===== config.mk =====
export PLATFORM = sky130hd
export DESIGN_NAME = hart_bus_arbiter
export DESIGN_NICKNAME = d
export VERILOG_FILES = /design/src/rtl/hart_bus_arbiter.sv
export SDC_FILE = /design/constraint.sdc
export NUM_CORES = 1
export LEC_CHECK = 0
export ABC_AREA = 1
export CAP_MARGIN = 30
export CORE_ASPECT_RATIO = 1.5
export CORE_MARGIN = 3
export CORE_UTILIZATION = 45
export DETAILED_ROUTE_END_ITERATION = 10
export HOLD_SLACK_MARGIN = 0.05
export PLACE_DENSITY_LB_ADDON = 0.3
export RECOVER_POWER = 50
export SLEW_MARGIN = 10
export SYNTH_ARGS = -nofsm -noshare
export SYNTH_HDL_FRONTEND = slang
export SYNTH_SLANG_ARGS = --single-unit

===== constraint.sdc =====
create_clock -name clk -period 4 [get_ports clk]
set_input_delay 1 -clock clk [delete_from_list [all_inputs] [get_ports clk]]
set_output_delay 1 -clock clk [all_outputs]
set_load 0.01 [all_outputs]

===== src/rtl/hart_bus_arbiter.sv =====
// Two-port (ibus/dbus) to single memory port arbiter with per-transaction timeout.
// Optional round-robin arbitration on collisions: define HART_ARB_RR_EN.
module hart_bus_arbiter #(
  parameter int ADDR_W    = 32,
  parameter int DATA_W    = 32,
  parameter int DBUS_PRIO = 1,
  parameter int TIMEOUT   = 255
) (
  input  logic                clk,
  input  logic                rst,
  input  logic                ibus__req,
  input  logic [ADDR_W-1:0]   ibus__addr,
  output logic [DATA_W-1:0]   ibus__rdata,
  output logic                ibus__rdy,
  input  logic                dbus__req,
  input  logic [ADDR_W-1:0]   dbus__addr,
  input  logic [DATA_W/8-1:0] dbus__wmask,
  input  logic [DATA_W-1:0]   dbus__wdata,
  output logic [DATA_W-1:0]   dbus__rdata,
  output logic                dbus__rdy,
  output logic                mem__req,
  output logic [ADDR_W-1:0]   mem__addr,
  output logic [DATA_W/8-1:0] mem__wmask,
  output logic [DATA_W-1:0]   mem__wdata,
  input  logic                mem__ack,
  input  logic [DATA_W-1:0]   mem__rdata,
  output logic                err,
  output logic [7:0]          tmo_cnt
);

  localparam int MASK_W = DATA_W / 8;
  // Wait counter only needs to reach TIMEOUT-1; the final cycle is detected by compare.
  localparam int WAIT_W = (TIMEOUT > 1) ? $clog2(TIMEOUT) : 1;
  localparam logic [WAIT_W-1:0] WAIT_LAST = WAIT_W'((TIMEOUT > 0) ? TIMEOUT - 1 : 0);

  typedef enum logic [1:0] {IDLE, GNT_I, GNT_D, RESP} state_e;

  state_e              state_q, state_d;
  logic [WAIT_W-1:0]   wait_q, wait_d;
  logic [DATA_W-1:0]   ibus_rdata_q, ibus_rdata_d;
  logic                ibus_rdy_q, ibus_rdy_d;
  logic [DATA_W-1:0]   dbus_rdata_q, dbus_rdata_d;
  logic                dbus_rdy_q, dbus_rdy_d;
  logic                mem_req_q, mem_req_d;
  logic [ADDR_W-1:0]   mem_addr_q, mem_addr_d;
  logic [MASK_W-1:0]   mem_wmask_q, mem_wmask_d;
  logic [DATA_W-1:0]   mem_wdata_q, mem_wdata_d;
  logic                err_q, err_d;
  logic [7:0]          tmo_cnt_q, tmo_cnt_d;

  logic dbus_first;
  logic pick_d;
  logic pick_i;
  logic tmo_hit;

`ifdef HART_ARB_RR_EN
  logic last_gnt_q, last_gnt_d;  // 0 = ibus granted last, 1 = dbus

  assign dbus_first = ~last_gnt_q;
  assign last_gnt_d = (state_q == IDLE && (pick_d || pick_i)) ? pick_d : last_gnt_q;

  always_ff @(posedge clk or negedge rst) begin
    if (!rst) last_gnt_q <= 1'b0;
    else      last_gnt_q <= last_gnt_d;
  end
`else
  assign dbus_first = (DBUS_PRIO != 0);
`endif

  assign pick_d  = dbus__req && (!ibus__req || dbus_first);
  assign pick_i  = ibus__req && !pick_d;
  assign tmo_hit = (TIMEOUT != 0) && (wait_q == WAIT_LAST);

  always_comb begin
    // NOTE: every _d gets a default first so no path through the case infers a latch.
    state_d      = state_q;
    wait_d       = wait_q;
    ibus_rdata_d = ibus_rdata_q;
    ibus_rdy_d   = 1'b0;
    dbus_rdata_d = dbus_rdata_q;
    dbus_rdy_d   = 1'b0;
    mem_req_d    = mem_req_q;
    mem_addr_d   = mem_addr_q;
    mem_wmask_d  = mem_wmask_q;
    mem_wdata_d  = mem_wdata_q;
    err_d        = err_q;
    tmo_cnt_d    = tmo_cnt_q;

    unique case (state_q)
      IDLE: begin
        if (pick_d) begin
          state_d     = GNT_D;
          mem_req_d   = 1'b1;
          mem_addr_d  = dbus__addr;
          mem_wmask_d = dbus__wmask;
          mem_wdata_d = dbus__wdata;
          wait_d      = '0;
        end else if (pick_i) begin
          state_d     = GNT_I;
          mem_req_d   = 1'b1;
          mem_addr_d  = ibus__addr;
          mem_wmask_d = '0;
          mem_wdata_d = '0;
          wait_d      = '0;
        end
      end
      GNT_I, GNT_D: begin
        // Ack is checked before the timeout so a same-cycle ack always wins.
        if (mem__ack || tmo_hit) begin
          state_d   = RESP;
          mem_req_d = 1'b0;
          if (state_q == GNT_I) begin
            ibus_rdy_d   = 1'b1;
            ibus_rdata_d = mem__ack ? mem__rdata : '0;
          end else begin
            dbus_rdy_d   = 1'b1;
            dbus_rdata_d = mem__ack ? mem__rdata : '0;
          end
          if (!mem__ack) begin
            err_d = 1'b1;
            if (tmo_cnt_q != 8'hFF) tmo_cnt_d = tmo_cnt_q + 8'd1;
          end
        end else begin
          wait_d = wait_q + 1'b1;
        end
      end
      RESP:    state_d = IDLE;
      default: state_d = IDLE;
    endcase
  end

  // NOTE: sequential state uses non-blocking assignments only, so all flops update together.
  always_ff @(posedge clk or negedge rst) begin
    if (!rst) begin
      state_q      <= IDLE;
      wait_q       <= '0;
      ibus_rdata_q <= '0;
      ibus_rdy_q   <= 1'b0;
      dbus_rdata_q <= '0;
      dbus_rdy_q   <= 1'b0;
      mem_req_q    <= 1'b0;
      mem_addr_q   <= '0;
      mem_wmask_q  <= '0;
      mem_wdata_q  <= '0;
      err_q        <= 1'b0;
      tmo_cnt_q    <= '0;
    end else begin
      state_q      <= state_d;
      wait_q       <= wait_d;
      ibus_rdata_q <= ibus_rdata_d;
      ibus_rdy_q   <= ibus_rdy_d;
      dbus_rdata_q <= dbus_rdata_d;
      dbus_rdy_q   <= dbus_rdy_d;
      mem_req_q    <= mem_req_d;
      mem_addr_q   <= mem_addr_d;
      mem_wmask_q  <= mem_wmask_d;
      mem_wdata_q  <= mem_wdata_d;
      err_q        <= err_d;
      tmo_cnt_q    <= tmo_cnt_d;
    end
  end

  assign ibus__rdata = ibus_rdata_q;
  assign ibus__rdy   = ibus_rdy_q;
  assign dbus__rdata = dbus_rdata_q;
  assign dbus__rdy   = dbus_rdy_q;
  assign mem__req    = mem_req_q;
  assign mem__addr   = mem_addr_q;
  assign mem__wmask  = mem_wmask_q;
  assign mem__wdata  = mem_wdata_q;
  assign err         = err_q;
  assign tmo_cnt     = tmo_cnt_q;

endmodule


==> summary.md <==
| Metric | Value |
|---|---|
| Worst vdd ir | `0.000362 V` |
| Total Routed Length | `18400 um` |
| Post-route ant nets | `0` |
| CP arrival | `3.31 ns` |
| Actual slew at the worst max-slew pin | `1.93 ns` |
| Clock buffer depth | `2` |
| Vias in the first global route | `5927` |
| Post-synthesis register bit count | `154` |
| Hold-fix buffers, CTS | `0` |
| RSZ-0062 raised after global routing | `false` |
| H-tree Lvls | `4` |
| Post-Syn Area | `6730 sq um` |
| Initial Util | `0.461` |
| Post-DP Area | `9620 sq um` |
| Place WS | `1.21 ns` |
| Crit path launch type | `input port` |
| CTS clk-pin slew, worst paths | `0.07 ns` |
| # clock sinks | `154` |
| Most common cell in the netlist | `nand2_1` |
| Dominant synthesized flop cell | `dfrtp_1` |
| Top cell type's share of synthesized area | `0.573` |
| Clock Skew | `0.0138 ns` |
| Post-synth cell types | `24` |
| Initial antenna violation count | `0` |
| Critical Path Sink Type | `flip-flop` |
| Top post-synthesis cells by count | `nand2_1, dfrtp_1, nand3_1, nor2_1, o21ai_2` |
| Dominant cell type by area after synthesis | `dfrtp_1` |
| Min Clock Period, post-route | `2.95 ns` |
| Min-delay worst type | `flip-flop to flip-flop` |
| Syn avg cell area | `9.00 sq um` |
| Failing checks | `max-capacitance violations, max-slew violations` |
| Nets | `1158` |
| Power Total | `7.29 mW` |
| PostCTS Resize Cnt | `0` |
| Routed via count | `6005` |
| Slew HR | `-0.287` |
| 1st-iter DRT viols | `214` |
| Synth area leaders | `dfrtp_1, nand2_1, o21ai_2` |
| P&R area growth vs syn | `50.8%` |
| Largest net degree at the start of global routing | `77` |
| Core Area | `14600 sq um` |
| Routability cong. | `0.787` |
| Pleak | `4.70 nW` |
| Final Cycle Share | `0.738` |
| Max Fclk | `0.339 GHz` |
| Port bufs | `280` |
| Diode count | `0` |
| Critical Path RT | `4.35 ns` |
| Max cap viols | `3` |
| Syn_nets | `890` |
| Crit Path Class | `input port to flip-flop` |
| Vias per inst | `4.91` |
| Status | `complete, but fails checks` |
| Async SR Flop Fraction | `1.00` |
| Pre-Repair DR Iteration Count | `4` |
| Post-CTS Repair Setup Buffers | `0` |
| Final setup violation count | `0` |
| First-pass GRT wire length | `29900 um` |
| Slew Limit Fails | `148` |
| Ys Warns | `0` |
| Die Width | `106 um` |
| # DRC | `0` |
| EDFF count, synth | `0` |
| TritonCTS clock tree | `done` |
| Setup WS post-layout | `1.05 ns` |
| Post-DP HPWL | `13400 um` |
| Setup TNS | `0 ns` |
| CTS buffer count | `17` |
| Layout cells sized above 1 | `0.0856` |
| Num rows | `54` |
| # IOs | `281` |
| Wire length per cell | `15.1 um` |
| Worst skew pair latency | `0.42 ns` |
| Pwr dens | `719 nW/um^2` |
| Worst hold slack | `0.469 ns` |
| Cell count after synthesis | `747` |
| Sequential-to-total area share from yosys stat | `0.573` |
| Die Area | `16500 sq um` |
| Final Cell Area | `10100 sq um` |
| Global route overflow | `0` |
| Endpoints failing hold | `0` |
| GRT Total Usage | `0.229` |
| Peak fanout along the critical path | `33` |
| Root buffer cell | `clkbuf_16` |
| Die height | `156 um` |
## sequential cells by signal, summed over array words and instances (netlist names)
register	flops
wait_q	8
ibus__rdy	1
dbus__rdata	32
mem__addr	32
err	1
tmo_cnt	8
mem__wmask	4
ibus__rdata	32
state_q	2
mem__req	1
mem__wdata	32
dbus__rdy	1
## placed cells by master (no fill, tap or decap), types with 4 or more instances in the layout
cell type and instances:
inv_8 4, dfrtp_1 154, o21ai_2 36, buf_4 8
nor2_1 47, xor2_1 6, clkbuf_16 17, inv_6 6
ha_1 6, inv_1 26, o21ai_1 17, nand3_1 47
nand2_1 300, o21ai_0 18, a31oi_1 32, clkdlybuf4s50_1 277
## area by class of cell
cell class | instances | area (sq um)
sequential | 154 | 3850
timing repair buffer | 294 | 2910
clock inverter | 14 | 148
clock buffer | 18 | 439
tap | 196 | 245
inverter | 27 | 101
fill | 1191 | 4460
multi-input combinational | 521 | 2440
## critical path, cell delays in order
cell             delay, ns
clkdlybuf4s50_1       0.47
clkbuf_1              1.09
nor2_1                0.16
nand3_1               0.19
nor2_2                0.12
inv_1                 0.14
nand2_1               0.06
nand2_1               0.06
## stage by stage
step	utilization	std cells
2_1_floorplan	-	747
3_3_place_gp	0.659	1192
3_5_place_dp	0.659	1192
4_1_cts	0.700	1224
5_1_grt	0.695	1224
6_report	0.695	1224
## per-layer routing
layer  up-vias  wire length [um]  track usage
met3        33              1680       0.0849
li1       2943                 -            -
met4         0               545       0.0963
met2       234              9230        0.387
met5         -                 0            0
met1      2795              7000        0.262
## power by group
| group | switching (mW) | internal, mW | total (mW) |
|---|---|---|---|
| Clock | 0.704 | 0.901 | 1.61 |
| Combinational | 1.58 | 1.59 | 3.17 |
| Sequential | 0.334 | 2.18 | 2.51 |
## kinds of logic (layout without fill, tap and decap cells)
| family | after synthesis | count (layout) | synth area share |
|---|---|---|---|
| xor+xnor | 6 | 6 | 0.00781 |
| buf+inv | 72 | 353 | 0.0569 |
| flops | 154 | 154 | 0.573 |
| compound gates | 107 | 107 | 0.112 |
| fa+ha+maj | 6 | 6 | 0.0112 |
| simple gates | 402 | 402 | 0.239 |
## final timing paths
check,from,endpoint,slack [ns],cells past startpoint
setup / recovery,mem__ack,tmo_cnt[1],1.05,8
hold / removal,mem__wdata[16],mem__wdata[16],0.47,2
setup reg to reg,state_q[0],mem__wdata[8],1.43,7
hold reg to reg,mem__wdata[16],mem__wdata[16],0.47,2
max in group asynchronous,rst,dbus__rdata[8],1.32,2
min in group asynchronous,rst,dbus__rdata[14],1.10,1
No activity file was read; power rests on OpenSTA's default activity.
==> variant 1 (config.mk and constraints unchanged) <==
Set the parameter `DATA_W` to 48 (it was 32).
--- a/src/rtl/hart_bus_arbiter.sv
+++ b/src/rtl/hart_bus_arbiter.sv
@@ -4,3 +4,3 @@
   parameter int ADDR_W    = 32,
-  parameter int DATA_W    = 32,
+  parameter int DATA_W    = 48,
   parameter int DBUS_PRIO = 1,
Ports: changed (7 resized); port bits go from 281 to 365. The function was not compared with the original's and may differ.
==> variant 1 against the unedited design <==
- the flow still finishes with violations (max-capacitance violations, max-slew violations)
- area after synthesis up 25%
- sequential power rose by 33%
- count of clock-buffer cells in the layout rose by 6
- sequential cell count grew 50
- routed wire length increased by 37%
- critical endpoint is now mem__addr[19]$_DFFE_PN0P_
- setup slack improved by 100 ps
- die area rose by 24%
- power grew 29%
- critical path depth shrank 6
- highest routed layer unchanged
- hold slack got worse by 4.9 ps
- register-to-register slack lost 220 ps
- cell area increased by 27%
==> variant 1: results (changes against the unedited design) <==
stage	metric	value	unit	change
run_status	status	finished with violations		unchanged
run_status	failing checks	max-capacitance violations, max-slew violations		unchanged
worst_setup_path	Critical Path Fanout Max	79		was 33
logic_synthesis	synth cell count leaders	nand2_1, dfrtp_1, o21ai_1		was nand2_1, dfrtp_1, nand3_1, nor2_1, o21ai_2
power_and_ir_drop	Max VDD drop	0.000448	V	was 0.000362 V
clock_network	Max clock buf depth	3		was 2
timing	Hold WS	464	ps	was 469 ps
global_route	largest net degree at the start of global routing	80		was 77
clock_network	CTS Buf Count	20		was 17
timing	Slew headroom	-0.349		was -0.287
place	post-DP HPWL	18.1	mm	was 13.4 mm
run	Max Cap Violations	1		was 3
drt	vias per inst	5.02		was 4.91
worst_setup_path	flop2flop setup slack	1210	ps	was 1430 ps
power_and_ir_drop	Pint	6.14	mW	was 4.67 mW
place	Cells after DPL	1509		was 1192
drt	Iteration-0 DRC Markers	580		was 214
logic_synthesis	sequential area share after synthesis	0.608		was 0.573
drt	DR pass1 iterations	5		was 4
logic_synthesis	Synth area leaders	dfrtp_1, nand2_1, o21ai_1		was dfrtp_1, nand2_1, o21ai_2
global_route	first-pass GRT wire length	40.4	mm	was 29.9 mm
worst_setup_path	Critical Path Max Stage Delay	1400	ps	was 1090 ps
global_route	initial antenna violation count	1		was 0
worst_setup_path	Critical-path top delay cell	clkbuf_2		was clkbuf_1
timing	Final Max Slew Viols	79		was 148
## variant 1: changes by cell type after synthesis, moves of 2 or more
cell / before / now
o21ai_2: 46 / 0
o21ai_1: 19 / 79
nand3_4: 0 / 2
o21ai_0: 6 / 24
buf_2: 12 / 18
buf_1: 4 / 6
nand3_2: 2 / 0
nand3_1: 46 / 64
clkbuf_1: 16 / 25
dfrtp_1: 154 / 204
buf_6: 13 / 8
nand2_1: 299 / 386
nand2_2: 3 / 0
## variant 1: power groups by stage
stage	clock, mW	combinational, mW	sequential (mW)
2_1_floorplan	0	1.50	3.71
3_3_place_gp	0	3.96	3.34
3_5_place_dp	0	4.09	3.36
4_1_cts	2.05	4.11	3.35
5_1_grt	2.14	4.40	3.45
6_report	2.01	4.03	3.35
## variant 1: layer usage
layer / vias up / wire length, um / global-route usage
met2: 348 / 12400 / 0.413
met3: 62 / 2100 / 0.0643
li1: 3712 / - / -
met5: - / 0 / 0
met4: 0 / 1250 / 0.121
met1: 3628 / 9420 / 0.281
## variant 1: layout make-up
cell class                 count  area [um^2]
sequential                   204         5100
timing repair buffer         375         3760
tap                          248          310
inverter                      27          101
clock buffer                  24          537
antenna                        1         2.50
multi-input combinational    655         2890
clock inverter                11          168
fill                        1400         5290
## variant 1: worst paths after layout
check,start,to,cells after the start
min,err$_DFFE_PN0P_,err$_DFFE_PN0P_,2
max reg2reg,state_q[0]$_DFFE_PN0P_,mem__req$_DFFE_PN0P_,6
max in group clk,state_q[0]$_DFFE_PN0P_,mem__req$_DFFE_PN0P_,6
min in group asynchronous,rst,dbus__rdata[1]$_DFFE_PN0P_,1
min reg2reg,err$_DFFE_PN0P_,err$_DFFE_PN0P_,2
max,rst,mem__addr[19]$_DFFE_PN0P_,2
==> variant 2 (same flow settings) <==
Made on the original files. `dbus_rdata_q` no longer has a reset.
--- a/src/rtl/hart_bus_arbiter.sv
+++ b/src/rtl/hart_bus_arbiter.sv
@@ -138,3 +138,2 @@
       ibus_rdy_q   <= 1'b0;
-      dbus_rdata_q <= '0;
       dbus_rdy_q   <= 1'b0;
@@ -151,3 +150,2 @@
       ibus_rdy_q   <= ibus_rdy_d;
-      dbus_rdata_q <= dbus_rdata_d;
       dbus_rdy_q   <= dbus_rdy_d;
@@ -160,2 +158,6 @@
     end
+  end
+
+  always_ff @(posedge clk) begin
+    dbus_rdata_q <= dbus_rdata_d;
   end
Behaviour: differs if rst is asserted again (counterexample within 4 cycles, from zero or initial values and one cycle with rst low); with rst held inactive, the same outputs for 4 cycles.
==> variant 2 against the unedited design <==
- cell area down 0.47%
- via count down 5.3%
- routed wire length down 5.1%
- the flow still finishes with violations (max-capacitance violations, max-slew violations)
- power down 5.4%
- critical endpoint is now tmo_cnt[2]$_DFFE_PN0P_
- area after synthesis down 2.6%
- clock skew down 5.4 ps
- clock power up 4%
- sequential cell count unchanged
- setup slack worse by 50 ps
- sequential share of layout area up 1.8 points
- largest power group unchanged
- hold slack better by 5.2 ps
==> variant 2: results (changes against the unedited design) <==
stage	metric	value	unit	change
drt	vias per inst	4.80		was 4.91
timing	Least-Margin Pin Slew	1520	ps	was 1930 ps
place	area of placed instances	9500	um^2	was 9620 um^2
logic_synthesis	Ys Warns	0		unchanged
drt	M1 WL	6.71	mm	was 7.00 mm
logic_synthesis	Post-synth EDFFs	32		was 0
place	Cells after DPL	1153		was 1192
final_layout	Area Growth Syn to Fin	54.1	%	was 50.8%
drt	Iteration-0 DRC Markers	211		was 214
final_layout	layout cells sized above 1	0.0735		was 0.0856
logic_synthesis	Mean Syn Cell Area	9.25	um^2	was 9.00 um^2
clock_network	Clock Latency Late Sink	410	ps	
logic_synthesis	synth cell count leaders	nand2_1, dfrtp_1, inv_1		was nand2_1, dfrtp_1, nand3_1, nor2_1, o21ai_2
place	Post-Place Setup Slack	1190	ps	was 1210 ps
global_route	vias in the first global route	5560		was 5927
run_status	failing checks	max-capacitance violations, max-slew violations		unchanged
hold_path	hold_sp	mem__wdata[8]$_DFFE_PN0P_		was mem__wdata[16]$_DFFE_PN0P_
logic_synthesis	Synth area leaders	dfrtp_1, nand2_1, edfxtp_1		was dfrtp_1, nand2_1, o21ai_2
drt	WL met3	1.64	mm	was 1.68 mm
place	routability cong.	0.805		was 0.787
final_layout	fin nets	1123		was 1158
timing	fin crit period	3000	ps	was 2950 ps
power_and_ir_drop	Static Leak	4.71	nW	was 4.70 nW
logic_synthesis	Net Count, Synth	851		was 890
global_route	largest net degree at the start of global routing	66		was 77
final_layout	filler cell count in the final layout	1044		was 1191
place	post-DP HPWL	12.4	mm	was 13.4 mm
drt	WL final	17.5	mm	was 18.4 mm
power_and_ir_drop	Logic power comb	2.73	mW	was 3.17 mW
power_and_ir_drop	Seq pwr share	0.360		was 0.345
global_route	gr usage total	0.224		was 0.229
power_and_ir_drop	Max VDD drop	0.000346	V	was 0.000362 V
power_and_ir_drop	Clock Power Share	0.244		was 0.220
clock_network	root buf cell	clkbuf_16		unchanged
run_status	status	finished with violations		unchanged
final_layout	antenna cells	0		unchanged
worst_setup_path	Critical Path Fanout Max	33		unchanged
clock_network	post-CTS setup buffer count	0		unchanged
run	Max Cap Violations	1		was 3
drt	met2 WL post-DR	8.67	mm	was 9.23 mm
global_route	first-pass GRT wire length	28.4	mm	was 29.9 mm
drt	via count	5686		was 6005
clock_network	CTS clock-pin slew for the worst setup and hold paths	70	ps	about the same
timing	Final Max Slew Viols	38		was 148
worst_setup_path	Reg2Reg Launch Point	state_q[0]$_DFFE_PN0P_		unchanged
clock_network	Max clock buf depth	2		unchanged
timing	Hold WS	474	ps	was 469 ps
logic_synthesis	asr flop ratio synth	0.792		was 1.00
logic_synthesis	Unique masters post-synth	25		was 24
place	I/O Buffers	280		unchanged
logic_synthesis	sequential area share after synthesis	0.613		was 0.573
power_and_ir_drop	P_sw	2.35	mW	was 2.61 mW
timing	worst clock skew	8.37	ps	was 13.8 ps
drt	DR top layer	met4		unchanged
==> variant 2: cell types whose count changed in the layout (fill, tap and decap cells not counted), sizes merged, moves of 3 or more <==
cell,delta
o21ai,-32
buf,-3
dfrtp,-32
edfxtp,+32
nor2,+3
inv,+28
nand2,-31
==> variant 2: cells by family after synthesis <==
family                     after synthesis  share of synthesized area
and+or+nand+nor                        373                      0.227
DFF                                    154                      0.613
adders and majority gates                6                     0.0115
buffers and inverters                   94                     0.0638
AOI/OAI and AO/OA                       76                     0.0781
xor gates and xnor gates                 5                    0.00669
==> variant 2: worst paths after layout <==
path / cells after the start / to
hold / removal: 2 / mem__wdata[8]$_DFFE_PN0P_
setup / recovery: 8 / tmo_cnt[2]$_DFFE_PN0P_
hold reg to reg: 2 / mem__wdata[8]$_DFFE_PN0P_
max in group asynchronous: 2 / ibus__rdata[24]$_DFFE_PN0P_
min in group asynchronous: 1 / wait_q[0]$_DFFE_PN0P_
setup reg to reg: 8 / mem__addr[4]$_DFFE_PN0P_
==> variant 2: metal layers <==
layer / vias to the layer above / track usage
li1: 2803 / -
met1: 2613 / 0.257
met2: 236 / 0.376
met3: 34 / 0.0911
met4: 0 / 0.0811
met5: - / 0
==> variant 2: cell type report <==
type                    instances  share of cell area
flip-flops and latches        154               0.398
repair buffers                291               0.286
inverters                      56              0.0208
well taps                     192              0.0238
multi-input cells             460               0.210
clock buffers                  19              0.0450
clock inverters                13              0.0165
==> variant 2: critical path: stages <==
cell	delay, ps
dlygate4sd3_1	570
clkbuf_1	610
nor2_2	310
nand3_1	130
nor2_2	380
inv_1	170
nand2_1	100
nand2_1	50
